File: src/rtl/cache_mem_ctrl_pkg.sv
// Shared types for the cache-side memory controller: data word, RAM handshake
// state, controller FSM state and the instruction/data arbitration rule.
package cache_mem_ctrl_pkg;

  typedef logic [31:0] word_t;

  typedef enum logic [1:0] {FREE, BUSY, ACCESS, ERROR} ramstate_t;

  typedef enum logic [1:0] {IDLE, DATA, INSTR} memctrl_state_t;

  localparam int TIMEOUT_CYC_DEF = 64;
  localparam int CNT_W_DEF       = 7;

  // Only one side pending wins outright; a tie goes to the side not served last.
  function automatic memctrl_state_t arb_pick(input logic           i_req,
                                              input logic           d_req,
                                              input memctrl_state_t last);
    if (d_req && !i_req) return DATA;
    if (i_req && !d_req) return INSTR;
    return (last == DATA) ? INSTR : DATA;
  endfunction

endpackage

File: src/rtl/cache_mem_ctrl_if.sv
// Cache-to-RAM bundle. The controller takes the slave modport; the caches and
// the RAM model together sit on the master modport.
interface cache_mem_ctrl_if;
  import cache_mem_ctrl_pkg::*;

  logic      iREN, dREN, dWEN;
  word_t     iaddr, daddr, dstore;
  logic      iwait, dwait;
  word_t     iload, dload;
  logic      ramREN, ramWEN;
  word_t     ramaddr, ramstore, ramload;
  ramstate_t ramstate;
  logic      err;

  modport slave (
    input  iREN, dREN, dWEN, iaddr, daddr, dstore, ramload, ramstate,
    output iwait, dwait, iload, dload, ramREN, ramWEN, ramaddr, ramstore, err
  );

  modport master (
    output iREN, dREN, dWEN, iaddr, daddr, dstore, ramload, ramstate,
    input  iwait, dwait, iload, dload, ramREN, ramWEN, ramaddr, ramstore, err
  );
endinterface

File: src/rtl/cache_mem_ctrl_timeout.sv
// Per-access cycle counter: cleared between accesses, saturates at its maximum,
// and flags the final permitted wait cycle.
module cache_mem_ctrl_timeout #(
  parameter int LIMIT = 64,
  parameter int CNT_W = 7
) (
  input  logic CLK,
  input  logic RST,
  input  logic clear,
  input  logic enable,
  output logic expired
);

  localparam logic [CNT_W-1:0] CNT_MAX  = '1;
  localparam logic [CNT_W-1:0] CNT_LAST = CNT_W'(LIMIT - 1);

  logic [CNT_W-1:0] cnt;

  // NOTE: state registers use non-blocking assignments so every flop samples
  // pre-edge values; reset is synchronous and lives inside the clocked block.
  always_ff @(posedge CLK) begin
    if (RST || clear)
      cnt <= '0;
    else if (enable && cnt != CNT_MAX)
      cnt <= cnt + CNT_W'(1);
  end

  assign expired = (cnt == CNT_LAST);

endmodule

File: src/rtl/cache_mem_ctrl.sv
// Responder for icache/dcache requests: arbitrates, runs one RAM access at a
// time from latched registers, and returns wait/load to the requesting cache.
module cache_mem_ctrl
  import cache_mem_ctrl_pkg::*;
#(
  parameter int TIMEOUT_CYC = TIMEOUT_CYC_DEF,
  parameter int CNT_W       = CNT_W_DEF
) (
  input logic             CLK,
  input logic             RST,
  cache_mem_ctrl_if.slave bus
);

  memctrl_state_t state, last_grant, grant;
  logic  ren_q, wen_q, err_q;
  word_t addr_q, store_q, iload_q, dload_q;
  logic  i_req, d_req, granted_req, hit, expired;

  assign i_req = bus.iREN;
  assign d_req = bus.dREN | bus.dWEN;
  assign grant = arb_pick(i_req, d_req, last_grant);

  always_comb begin
    granted_req = 1'b0;
    case (state)
      DATA:    granted_req = d_req;
      INSTR:   granted_req = i_req;
      default: granted_req = 1'b0;
    endcase
  end

  // A dropped request gets no response even if the RAM completes this cycle.
  assign hit = granted_req && (bus.ramstate == ACCESS);

  cache_mem_ctrl_timeout #(.LIMIT(TIMEOUT_CYC), .CNT_W(CNT_W)) u_timeout (
    .CLK     (CLK),
    .RST     (RST),
    .clear   (state == IDLE),
    .enable  (state != IDLE),
    .expired (expired)
  );

  always_ff @(posedge CLK) begin
    if (RST) begin
      state      <= IDLE;
      last_grant <= INSTR;
      ren_q      <= 1'b0;
      wen_q      <= 1'b0;
      addr_q     <= '0;
      store_q    <= '0;
      iload_q    <= '0;
      dload_q    <= '0;
      err_q      <= 1'b0;
    end else begin
      case (state)
        IDLE: begin
          if (i_req || d_req) begin
            state   <= grant;
            store_q <= bus.dstore;
            if (grant == DATA) begin
              ren_q  <= ~bus.dWEN;
              wen_q  <= bus.dWEN;
              addr_q <= bus.daddr;
            end else begin
              ren_q  <= 1'b1;
              wen_q  <= 1'b0;
              addr_q <= bus.iaddr;
            end
          end
        end
        default: begin
          if (!granted_req || hit || bus.ramstate == ERROR || expired) begin
            state <= IDLE;
            ren_q <= 1'b0;
            wen_q <= 1'b0;
          end
          if (hit) begin
            last_grant <= state;
            if (state == INSTR)
              iload_q <= bus.ramload;
            else if (ren_q)
              dload_q <= bus.ramload;
          end else if (granted_req && (bus.ramstate == ERROR || expired)) begin
            err_q <= 1'b1;
          end
        end
      endcase
    end
  end

  assign bus.iwait    = ~((state == INSTR) && hit);
  assign bus.dwait    = ~((state == DATA) && hit);
  assign bus.iload    = ((state == INSTR) && hit) ? bus.ramload : iload_q;
  assign bus.dload    = ((state == DATA) && hit && ren_q) ? bus.ramload : dload_q;
  assign bus.ramREN   = ren_q;
  assign bus.ramWEN   = wen_q;
  assign bus.ramaddr  = addr_q;
  assign bus.ramstore = store_q;
  assign bus.err      = err_q;

endmodule

File: src/flat_wrapper.sv
// flat-port wrapper written by rule: the top's interface ports become plain ports
module cache_mem_ctrl_flat import cache_mem_ctrl_pkg::*;
#(
  parameter int TIMEOUT_CYC = TIMEOUT_CYC_DEF,
  parameter int CNT_W       = CNT_W_DEF
)
  (CLK, RST, bus_iREN, bus_dREN, bus_dWEN, bus_iaddr, bus_daddr, bus_dstore, bus_ramload, bus_ramstate, bus_iwait, bus_dwait, bus_iload, bus_dload, bus_ramREN, bus_ramWEN, bus_ramaddr, bus_ramstore, bus_err);
  cache_mem_ctrl_if bus_i ();
  input logic CLK;
  input logic RST;
  input wire logic [$bits(bus_i.iREN)-1:0] bus_iREN;
  input wire logic [$bits(bus_i.dREN)-1:0] bus_dREN;
  input wire logic [$bits(bus_i.dWEN)-1:0] bus_dWEN;
  input wire logic [$bits(bus_i.iaddr)-1:0] bus_iaddr;
  input wire logic [$bits(bus_i.daddr)-1:0] bus_daddr;
  input wire logic [$bits(bus_i.dstore)-1:0] bus_dstore;
  input wire logic [$bits(bus_i.ramload)-1:0] bus_ramload;
  input wire logic [$bits(bus_i.ramstate)-1:0] bus_ramstate;
  output wire logic [$bits(bus_i.iwait)-1:0] bus_iwait;
  output wire logic [$bits(bus_i.dwait)-1:0] bus_dwait;
  output wire logic [$bits(bus_i.iload)-1:0] bus_iload;
  output wire logic [$bits(bus_i.dload)-1:0] bus_dload;
  output wire logic [$bits(bus_i.ramREN)-1:0] bus_ramREN;
  output wire logic [$bits(bus_i.ramWEN)-1:0] bus_ramWEN;
  output wire logic [$bits(bus_i.ramaddr)-1:0] bus_ramaddr;
  output wire logic [$bits(bus_i.ramstore)-1:0] bus_ramstore;
  output wire logic [$bits(bus_i.err)-1:0] bus_err;
  assign bus_i.iREN = bus_iREN;
  assign bus_i.dREN = bus_dREN;
  assign bus_i.dWEN = bus_dWEN;
  assign bus_i.iaddr = bus_iaddr;
  assign bus_i.daddr = bus_daddr;
  assign bus_i.dstore = bus_dstore;
  assign bus_i.ramload = bus_ramload;
  assign bus_i.ramstate = bus_ramstate;
  assign bus_iwait = bus_i.iwait;
  assign bus_dwait = bus_i.dwait;
  assign bus_iload = bus_i.iload;
  assign bus_dload = bus_i.dload;
  assign bus_ramREN = bus_i.ramREN;
  assign bus_ramWEN = bus_i.ramWEN;
  assign bus_ramaddr = bus_i.ramaddr;
  assign bus_ramstore = bus_i.ramstore;
  assign bus_err = bus_i.err;
  cache_mem_ctrl #(.TIMEOUT_CYC(TIMEOUT_CYC), .CNT_W(CNT_W)) u_core (.CLK(CLK), .RST(RST), .bus(bus_i));
endmodule
File: config.mk
export PLATFORM = sky130hd
export DESIGN_NAME = cache_mem_ctrl_flat
export DESIGN_NICKNAME = d
export VERILOG_FILES = /design/src/rtl/cache_mem_ctrl_pkg.sv /design/src/rtl/cache_mem_ctrl_if.sv /design/src/rtl/cache_mem_ctrl_timeout.sv /design/src/rtl/cache_mem_ctrl.sv /design/src/flat_wrapper.sv
export SDC_FILE = /design/constraint.sdc
export NUM_CORES = 1
export LEC_CHECK = 0
export ABC_AREA = 1
export CORE_UTILIZATION = 40
export CTS_CLUSTER_SIZE = 24
export DETAILED_ROUTE_END_ITERATION = 8
export PLACE_DENSITY = 0.76
export SYNTH_ARGS = -nofsm -noshare
export SYNTH_HDL_FRONTEND = slang
export SYNTH_SLANG_ARGS = --single-unit
File: constraint.sdc
create_clock -name CLK -period 3.1 [get_ports CLK]
set_clock_uncertainty 0.05 [all_clocks]
set_input_delay 0.93 -clock CLK [delete_from_list [all_inputs] [get_ports CLK]]
set_output_delay 0.93 -clock CLK [all_outputs]
set_load 0.005 [all_outputs]
* After elaboration in Yosys (flattened, before gate mapping)
Index checks and enable logic that the tools add are counted.
Widths: inputs -> output; s select.
** Cells by class
- Reduce and logical (&&, ||, !) cells :: 26
- Eq/ne operators :: 9
- Add/sub/neg operators :: 1
- Bitwise logic cells :: 7
- Muxes and demuxes :: 22
** Operators by type and width (count)
- $mux 32 :: 3
- $mux 2 :: 8
- $mux 1 :: 10
- $logic_and 1x1->1 :: 8
- $add 7x1->7 const B :: 1
- $eq 7x6->1 const B :: 1
- $ne 7x7->1 const B :: 1
- $eq 2x1->1 const B :: 3
- $eq 2x2->1 const B :: 3
- $logic_or 1x1->1 :: 6
- $not 1->1 :: 6
- $reduce_and 2->1 :: 3
- $reduce_and 3->1 :: 2
- $reduce_and 4->1 :: 1
- $reduce_bool 2->1 :: 2
- $logic_not 1->1 :: 3
- $logic_not 2->1 :: 1
- $ne 2x1->1 const B :: 1
- $pmux 1 s2 :: 1
- $or 1x1->1 :: 1
** Storage, ports and cells
- Bits of input ports :: 135
- Word-level logic and storage cells :: 75
- Output and inout port bits :: 133
- Flip-flop bits (word level) :: 142

* Logic depth before layout (Yosys ltp)
Gate-level depths: netlist of the first run.
- Depth in word-level cells :: 11
- Gate-level depth with buffers :: 11
- Mapped depth without buffers :: 10

* Modules after synthesis
Synthesis of the first run repeated with hierarchy kept, for this count alone.
** Second synthesis, totals
- Cell total of the unflattened synthesis :: 1029
- Area, all modules :: 6656.4 µm²
** Modules (own cells, without submodules)
- cache_mem_ctrl :: area an instance 6262.3 µm², instances 1, sequential area each 2702.6 µm², cells each 967
- cache_mem_ctrl_timeout :: area an instance 394.1 µm², instances 1, sequential area each 140.1 µm², cells each 62

* Worst setup path before layout of the first run
OpenSTA, ideal clock, no wires.
- Kind :: input port to output port
- Start point :: in bus_ramstate[1]
- End point :: out bus_dload[10]
- Setup slack :: 0.276 ns
- Required time :: 2.120 ns
- Buffers on the path :: 1
- Stages :: 8
- Arrival time :: 1.844 ns
- Cell sequence :: inv_1 -> nor2_1 -> nand3_2 -> nor2_4 -> nand2_1 -> buf_2 -> nand2_1 -> nand2_1
** On the way
- Word-level cells in the longest chain between the ends :: 5
** RTL lines
- start, declared :: line flat_wrapper.sv:18 : input wire logic [$bits(bus_i.ramstate)-1:0] bus_ramstate;
- $eq 2x2->1 :: line cache_mem_ctrl.sv:33 : assign hit = granted_req && (bus.ramstate == ACCESS);
- $logic_and 1x1->1 :: line cache_mem_ctrl.sv:33
- $logic_and 1x1->1 (2 in series) :: line cache_mem_ctrl.sv:94 : assign bus.dload = ((state == DATA) && hit && ren_q) ? bus.ramload : dload_q;
- $mux 32 :: line cache_mem_ctrl.sv:94
- end, declared :: line flat_wrapper.sv:22 : output wire logic [$bits(bus_i.dload)-1:0] bus_dload;
Every way passes these cells.

* Worst setup path after layout of the first run
- Start point :: in bus_dREN
- End point :: out bus_iload[13]
** On the way
- Word-level cells in the longest chain between the ends :: 5
** RTL lines
- start, declared :: line flat_wrapper.sv:12 : input wire logic [$bits(bus_i.dREN)-1:0] bus_dREN;
- $or 1x1->1 :: line cache_mem_ctrl.sv:20 : assign d_req = bus.dREN | bus.dWEN;
- $pmux 1 s2 :: line cache_mem_ctrl.sv:25 : case (state)
- $logic_and 1x1->1 :: line cache_mem_ctrl.sv:33
- $logic_and 1x1->1 :: line cache_mem_ctrl.sv:93 : assign bus.iload = ((state == INSTR) && hit) ? bus.ramload : iload_q;
- $mux 32 :: line cache_mem_ctrl.sv:93
- end, declared :: line flat_wrapper.sv:21 : output wire logic [$bits(bus_i.iload)-1:0] bus_iload;
Every way passes these cells.

==> impl_metrics.toml, run 1 <==
[outcome]
outcome = "complete, but fails checks"
failed_checks = "negative setup slack"

[floorplan]
start_util = 0.416
die_y_um = 129
fp-row-count = 45
coreArea_sq_mm = 0.0154
die_x_um = 129
ios = 268
dieArea_sq_mm = 0.0166

[pwr]
power_density_mw_per_mm2 = 422
leakage_nw = 5.44
peakVddDrop_mv = 0.360

[route]
firstDrtPassIters = 6
wl_mm = 24.8
drc = 0
via_per_inst = 4.96
ant_nets = 0
vias = 7537
dr.first_iter.drc_count = 485
wire_per_inst_um = 16.4

[cts]
clock-sinks = 142
numCtsBuffers = 17
cts.clk_slew.worst_paths_ns = 0.06
clk_path_buf_depth = 2
clock_latency_ns = 0.42
htreeDepth = 4
cts-root-buf = "clkbuf_16"
cts_tree = "built"

[synthesis]
ys_seq_elements = 142
postSynth.asyncResetShare = 0
synth_area_sq_mm = 0.00642
synthTopCellsByArea = "dfxtp_1, nand2_1, nand3_1"
syn_nets = 1078
syn_avg_cell_area_sq_um = 6.84
yosysUniqueCellTypes = 28
yosysWarningCount = 0
ys.flop_type = "dfxtp_1"
syn_inst = 939
synth_commonest_cells = "nand2_1, nor2_1, dfxtp_1"
yosysSeqAreaShare = 0.443
yosysTopAreaCell = "dfxtp_1"
synth_edf_count = 0
synth_most_common_cell = "nand2_1"
synth_top_area_share = 0.443

[setup_path]
path_buf_inv = 7
cp_slowest_stage_delay_ns = 0.20
crit_slowest_cell = "and2_4"
cp_cell_sequence = "buf_8, nor2_4, o21ai_4, and2_4, nand3_4, buf_12, buf_8, buf_12, buf_6, nand2_4, o21ai_2, inv_1, buf_2"
path_max_fanout = 7
worst_setup_path_end_kind = "primary output"
critPathArrivalTime_ns = 2.35
cp-start-kind = "input pin"
criticalPathCategory = "in -> out"
worstPathRequired_ns = 2.12
cp_top_family = "buffers and inverters"

[global_routing]
use_met3 = 0.0865
grt_util_all_layers = 0.283
use_met2 = 0.504
grt_overflow = 0
antenna_found_initial = 0
top_usage_layer = "met2"
grt_pass1_vias = 7105
grt_max_degree = 69
use_met1 = 0.313
grt_pass1_wl_mm = 36.1

[finish]
area_growth_pct = 79.0
antenna_cells = 0
nNetsFinal = 1434
drive_above_1_share = 0.281

[timing]
max_slew_margin = 0.618
fin_crit_sh = 1.07
slew_violations = 0
holdWs_ns = 0.431
fmax_mhz = 301
rsz0062_at_grt = "true"
min_period_ns = 3.33
finalWorstSetupSlack_ns = -0.227
tns_ns = -6.12
tightest_slew_ns = 0.573
setup-violations-final = 59
hold_viol = 0

[placed_design]
hpwlAfterDp_mm = 13.9
io_buffers = 267
dp_slack_ns = -0.854
gp_congestion = 0.798

[job]
max_cap_viol_count = 0

[hold_path]
worst_hold_path_type = "reg -> reg"
==> logic make-up (layout without fill, tap and decap cells) <==
group	Yosys count	count (layout)	synth area share
AO/OA/AOI/OAI	116	116	0.103
XOR/XNOR	1	1	0.00136
adder cells (fa/ha/maj)	4	4	0.00780
buffers and inverters	173	542	0.115
flip-flops	142	142	0.443
AND/OR/NAND/NOR	503	503	0.330
==> routing by layer <==
layer	part of all wire	vias up
li1	-	3653
met1	0.38	3481
met2	0.51	350
met3	0.082	53
met4	0.029	0
met5	0	-
==> flip-flops by register name (all words and copies together), names as in the netlist <==
name / cells
u_core.bus.ramaddr: 32
u_core.dload_q: 32
u_core.u_timeout.cnt: 7
u_core.state: 2
u_core.iload_q: 32
u_core.bus.ramstore: 32
u_core.bus.ramREN: 1
u_core.bus.ramWEN: 1
u_core.bus.err: 1
u_core.last_grant: 2
==> final cells by class <==
type | instances | area, sq um
Clock buffer | 26 | 479
Clock inverter | 6 | 108
Fill cell | 1132 | 3940
Inverter | 114 | 429
Multi-Input combinational cell | 624 | 3480
Sequential cell | 142 | 2850
Tap cell | 211 | 264
Timing Repair Buffer | 396 | 3880
==> cells in the final DEF (no fill, tap or decap), drive strengths merged <==
cell,instances
and2,2
clkbuf,39
buf,187
a21oi,10
dfxtp,142
clkdlybuf4s50,195
clkinvlp,1
nor3,1
a31oi,1
ha,4
inv,113
clkinv,3
o21ai,104
xor2,1
nand2,183
o21a,1
nand4,2
nand3,137
bufinv,3
dlygate4sd2,1
nor2,178
==> final timing paths <==
check                                  startpoint                 end  slack, ns  depth (start not counted)
worst max-delay path                     bus_dREN       bus_iload[13]      -0.23                         13
worst min-delay path            u_core.bus.ramWEN   u_core.bus.ramWEN       0.43                          2
worst max register to register    u_core.state[1]  u_core.dload_q[31]       0.70                         11
worst min register to register  u_core.bus.ramWEN   u_core.bus.ramWEN       0.43                          2
==> report_power, final <==
group          internal [mW]  leakage, nW  total [mW]  switching, mW
sequential              1.92         1.16        1.97         0.0507
combinational          0.427         4.00       0.812          0.385
clock                   1.31        0.283        2.06          0.758
total                   3.65         5.44        4.85           1.19
==> through the flow <==
stage,total power [mW],util,instance area (sq um),cells
after floorplan,2.29,-,6420,939
after global placement,2.76,0.623,9620,1419
after detailed placement,2.77,0.623,9620,1419
after CTS,4.84,0.720,11100,1508
after global routing,5.03,0.745,11500,1519
final,4.85,0.745,11500,1519
==> tightest hold or removal path: stages, from the launching register on <==
cell     delay [ns]
dfxtp_1        0.31
nand3_1        0.07
a21oi_1        0.05
==> what timing repair did <==
item | in CTS | in global routing
endpoints found under the setup margin | 66 | 66
gates resized for setup | 369 | 124
hold buffers | 0 | 0
buffers inserted | 47 | 16
cloned | 11 | 0
pin swaps | 27 | 26
Power figures use the tool's default switching activity.
==> inputs of run 2 (changes only) <==
SETUP_SLACK_MARGIN = 0.2   (was default)
==> impl_metrics.toml, run 2 (synthesized netlist as in run 1, its figures left out) <==
[outcome]
outcome = "complete, but fails checks"
failed_checks = "negative setup slack"

[timing]
max_slew_margin = 0.601
fin_crit_sh = 1.09
setup-violations-final = 64
slew_violations = 0
rsz0062_at_grt = "true"
tightest_slew_ns = 0.597
tns_ns = -8.74
finalWorstSetupSlack_ns = -0.266
min_period_ns = 3.37
fmax_mhz = 297
hold_viol = 0

[placed_design]
dp_slack_ns = -0.854
dp.cells = 1419
io_buffers = 267
hpwlAfterDp_mm = 13.9
gp_congestion = 0.798

[finish]
nNetsFinal = 1469
final_cell_mix = "clkdlybuf4s50_1, nor2_1, dfxtp_1, nand3_1, nand2_1"
final_common_cell = "clkdlybuf4s50_1"
stdcell_count = 1554
antenna_cells = 0
drive_above_1_share = 0.306
area_growth_pct = 88.0
nFillCells = 975

[route]
ant_nets = 0
dr.first_iter.drc_count = 787
wl_mm = 29.3
drc = 0
firstDrtPassIters = 5
vias = 8151
via_per_inst = 5.25
wire_per_inst_um = 18.8

[pwr]
leakage_nw = 5.69
p_int_mw = 3.66
swShare = 0.250
clkPwrFrac = 0.427
p_seq_frac = 0.404
comb_power_share = 0.169
peakVddDrop_mv = 0.362
power_mw = 4.88
power_density_mw_per_mm2 = 404
switchingPower_mw = 1.22

[global_routing]
grt_pass1_vias = 7478
grt_util_all_layers = 0.299
antenna_found_initial = 0
grt_overflow = 0
grt_max_degree = 69
grt_pass1_wl_mm = 38.1

[cts]
clock-sinks = 142
cts_hold_buf = 0
clk_path_buf_depth = 2
htreeDepth = 4
cts.clk_slew.worst_paths_ns = 0.06
cts_tree = "built"
cts-root-buf = "clkbuf_16"
clock_latency_ns = 0.42
numCtsBuffers = 17

[hold_path]
hp-start = "u_core.bus.ramWEN"
worst_hold_path_type = "reg -> reg"

[setup_path]
worst_setup_path_end_kind = "primary output"
path_max_fanout = 7
worstPathRequired_ns = 2.12
critPathArrivalTime_ns = 2.39
criticalPathCategory = "in -> out"
r2r_start = "u_core.state[1]"
cp-start-kind = "input pin"
crit_start = "bus_dWEN"

[floorplan]
dieArea_sq_mm = 0.0166
start_util = 0.416
coreArea_sq_mm = 0.0154
die_x_um = 129
fp-row-count = 45
die_y_um = 129
ios = 268

[job]
max_cap_viol_count = 0
-- run 2: layout make-up --
| cell class | count | area [sq um] | share of cell area |
|---|---|---|---|
| tap | 211 | 264 | 0.0219 |
| inverter | 114 | 434 | 0.0360 |
| multi-input combinational | 624 | 3580 | 0.296 |
| timing repair buffer | 431 | 4360 | 0.361 |
| sequential | 142 | 2850 | 0.236 |
| clock buffer | 26 | 479 | 0.0397 |
| clock inverter | 6 | 108 | 0.00892 |
-- run 2: power groups by stage --
stage / sequential [mW] / clock, mW / combinational (mW)
6_report: 1.97 / 2.08 / 0.826
5_1_grt: 1.98 / 2.18 / 0.894
4_1_cts: 1.97 / 2.08 / 0.796
3_5_place_dp: 2.00 / 0 / 0.766
3_3_place_gp: 2.00 / 0 / 0.761
2_1_floorplan: 2.01 / 0 / 0.284
-- run 2: per-stage QoR --
stage	hold WS [ns]	area (sq um)	utilization
floorplan	0.397	6420	-
global placement	0.412	9620	0.623
detailed placement	0.420	9620	0.623
CTS	0.430	11400	0.736
global route	0.442	12100	0.782
finish	0.429	12100	0.782
-- run 2: critical path, stage by stage --
cell     delay [ns]
buf_8          0.08
nor2_4         0.04
o21ai_4        0.17
and2_4         0.20
nand3_4        0.07
buf_12         0.15
buf_8          0.14
buf_12         0.15
buf_6          0.13
nand2_4        0.06
o21ai_2        0.06
inv_1          0.07
buf_2          0.13
-- run 2: routing by layer --
metal | GRT usage | share of wire | routed length, um | vias up
li1 | - | - | - | 3729
met1 | 0.319 | 0.35 | 10300 | 3719
met2 | 0.530 | 0.48 | 14200 | 543
met3 | 0.0944 | 0.10 | 3070 | 160
met4 | 0.152 | 0.058 | 1710 | 0
met5 | 0 | 0 | 0 | -
-- run 2: final timing paths --
kind / endpoint / slack [ns] / cells past startpoint
worst max-delay path: bus_iload[13] / -0.27 / 13
worst min-delay path: u_core.bus.ramWEN / 0.43 / 2
worst max register to register: u_core.iload_q[15] / 0.07 / 23
worst min register to register: u_core.bus.ramWEN / 0.43 / 2
-- run 2: repair_timing --
item,CTS,global route
gates cloned,10,1
endpoints found under the hold margin,0,0
resized for setup,397,153
setup buffers,73,19
pin swaps,28,27
setup endpoints to repair,66,69
==> variant, RTL diff (flow settings as in run 1) <==
Change the package constant `CNT_W_DEF` from 7 to 14.
--- a/src/rtl/cache_mem_ctrl_pkg.sv
+++ b/src/rtl/cache_mem_ctrl_pkg.sv
@@ -9,7 +9,7 @@
   typedef enum logic [1:0] {IDLE, DATA, INSTR} memctrl_state_t;
 
   localparam int TIMEOUT_CYC_DEF = 64;
-  localparam int CNT_W_DEF       = 7;
+  localparam int CNT_W_DEF       = 14;
 
   // Only one side pending wins outright; a tie goes to the side not served last.
   function automatic memctrl_state_t arb_pick(input logic           i_req,
Check against the original RTL: same outputs for any inputs over 4 cycles, from zero or initial values and one cycle with RST high; that may be too few to reach the edited logic, so the function may still have changed.
==> variant against run 1 <==
Final area is 10% higher; largest cell class unchanged; critical path depth up 1; utilization increased by 0.73 points; highest routed layer is now met5; wire length rose by 27%; area after synthesis is 8.6% higher; worst setup slack worse by 0.38 ns; sequential cell count increased by 7; the flow still finishes with violations (negative setup slack); largest power group unchanged; total power increased by 5.7%; first-iteration DRC count grew 45%.
==> variant: results (changes against run 1) <==
- Met3 wire len: 3920 um (+92%)
* Critical-path cell with the highest stage delay: sky130_fd_sc_hd__o21ai_2
* Number of DRC markers in iteration 0: 704 (+45%)
* Wire length on met1: 10900 um (+15%)
* Worst hold endpoint: u_core.last_grant[0]$_SDFFE_PP0P_
- The post-synthesis net count came to 1153 (+7.0%).
- The slack of the worst reg-to-reg path was -0.26 ns (-0.96 ns).
- The worst hold path begins at u_core.last_grant[0]$_SDFFE_PP0P_.
* Switching power: 0.00143 W (+19%)
* Number of gates resized after CTS: 243 (-34%)
- Reg2Reg Capture Point: u_core.iload_q[21]$_SDFFE_PP0P_
- Number of post-CTS setup repair buffers: 61 (+30%)
* Failing checks: negative setup slack
* Status: finished with violations
- The post-DP HPWL was 14700 um (+5.4%).
- Number of setup violations in the final report: 66 (+12%)
* Post-Synth Adder-Cell Area: 0.718% (-0.062 points)
* Total iterations of the first detailed-routing run: 7 (+1)
- Post-synthesis compound-gate area fraction: 11.3% (+1.0 points)
- Final worst slack: -0.610 ns (-0.383 ns)
- Global routing met1 resource utilization: 30.4% (-0.87 points)
* Worst reg2reg path depth: 28 (+17)
* XOR/XNOR share of the synthesized area: 0.880% (+0.74 points)
- Uppermost layer routed: met5
- The routed wire length per instance came to 18.9 um (+15%).
- Maximum fanout encountered on the critical timing path: 8 (+1)
- The worst register-to-register path begins at u_core.state[0]$_SDFFE_PP0P_.
- Cell types with the highest counts after synthesis: sky130_fd_sc_hd__nand2_1, sky130_fd_sc_hd__nor2_1, sky130_fd_sc_hd__dfxtp_1, sky130_fd_sc_hd__nand3_1, sky130_fd_sc_hd__inv_1
- Leakage: 6.10 nW (+12%)
- Global-route wire length before repair: 37700 um (+4.5%)
* Placement Setup Slack: -1.08 ns (-0.228 ns)
- Vias/cell: 5.24 (+5.5%)
- Met2 layer wire length in the routed design: 14700 um (+17%)
* Seq/Total Area, Yosys: 42.8% (-1.5 points)
* Final net count: 1575 (+9.8%)
* Number of global-route vias before repair: 7622 (+7.3%)
* Number of antenna violations at the first check in global routing: 4 (+4)
[variant: area by class of cell]
type                            count  area, sq um
Inverter                          127          482
Clock buffer                       17          425
Tap cell                          220          275
Multi-Input combinational cell    677         3690
Fill cell                        1124         4170
Clock inverter                     15          170
Sequential cell                   149         2990
Timing Repair Buffer              464         4620
Antenna cell                        2         5.00
[variant: stage by stage]
stage	hold slack (ns)	std cells	TNS (ns)	area, sq um
6_report	0.404	1671	-20.72	12600
5_1_grt	0.445	1669	-23.70	12600
2_1_floorplan	0.380	1014	0	6970
3_5_place_dp	0.393	1520	-64.60	10300
4_1_cts	0.402	1617	-17.17	11700
3_3_place_gp	0.390	1520	-63.12	10300
[variant: power by group through the flow]
stage / combinational (W) / clock, W / sequential (W)
detailed placement: 0.000865 / 0 / 0.00211
finish: 0.000913 / 0.00214 / 0.00207
global route: 0.000996 / 0.00224 / 0.00208
floorplan: 0.000347 / 0 / 0.00211
global placement: 0.000855 / 0 / 0.00210
CTS: 0.000887 / 0.00214 / 0.00207
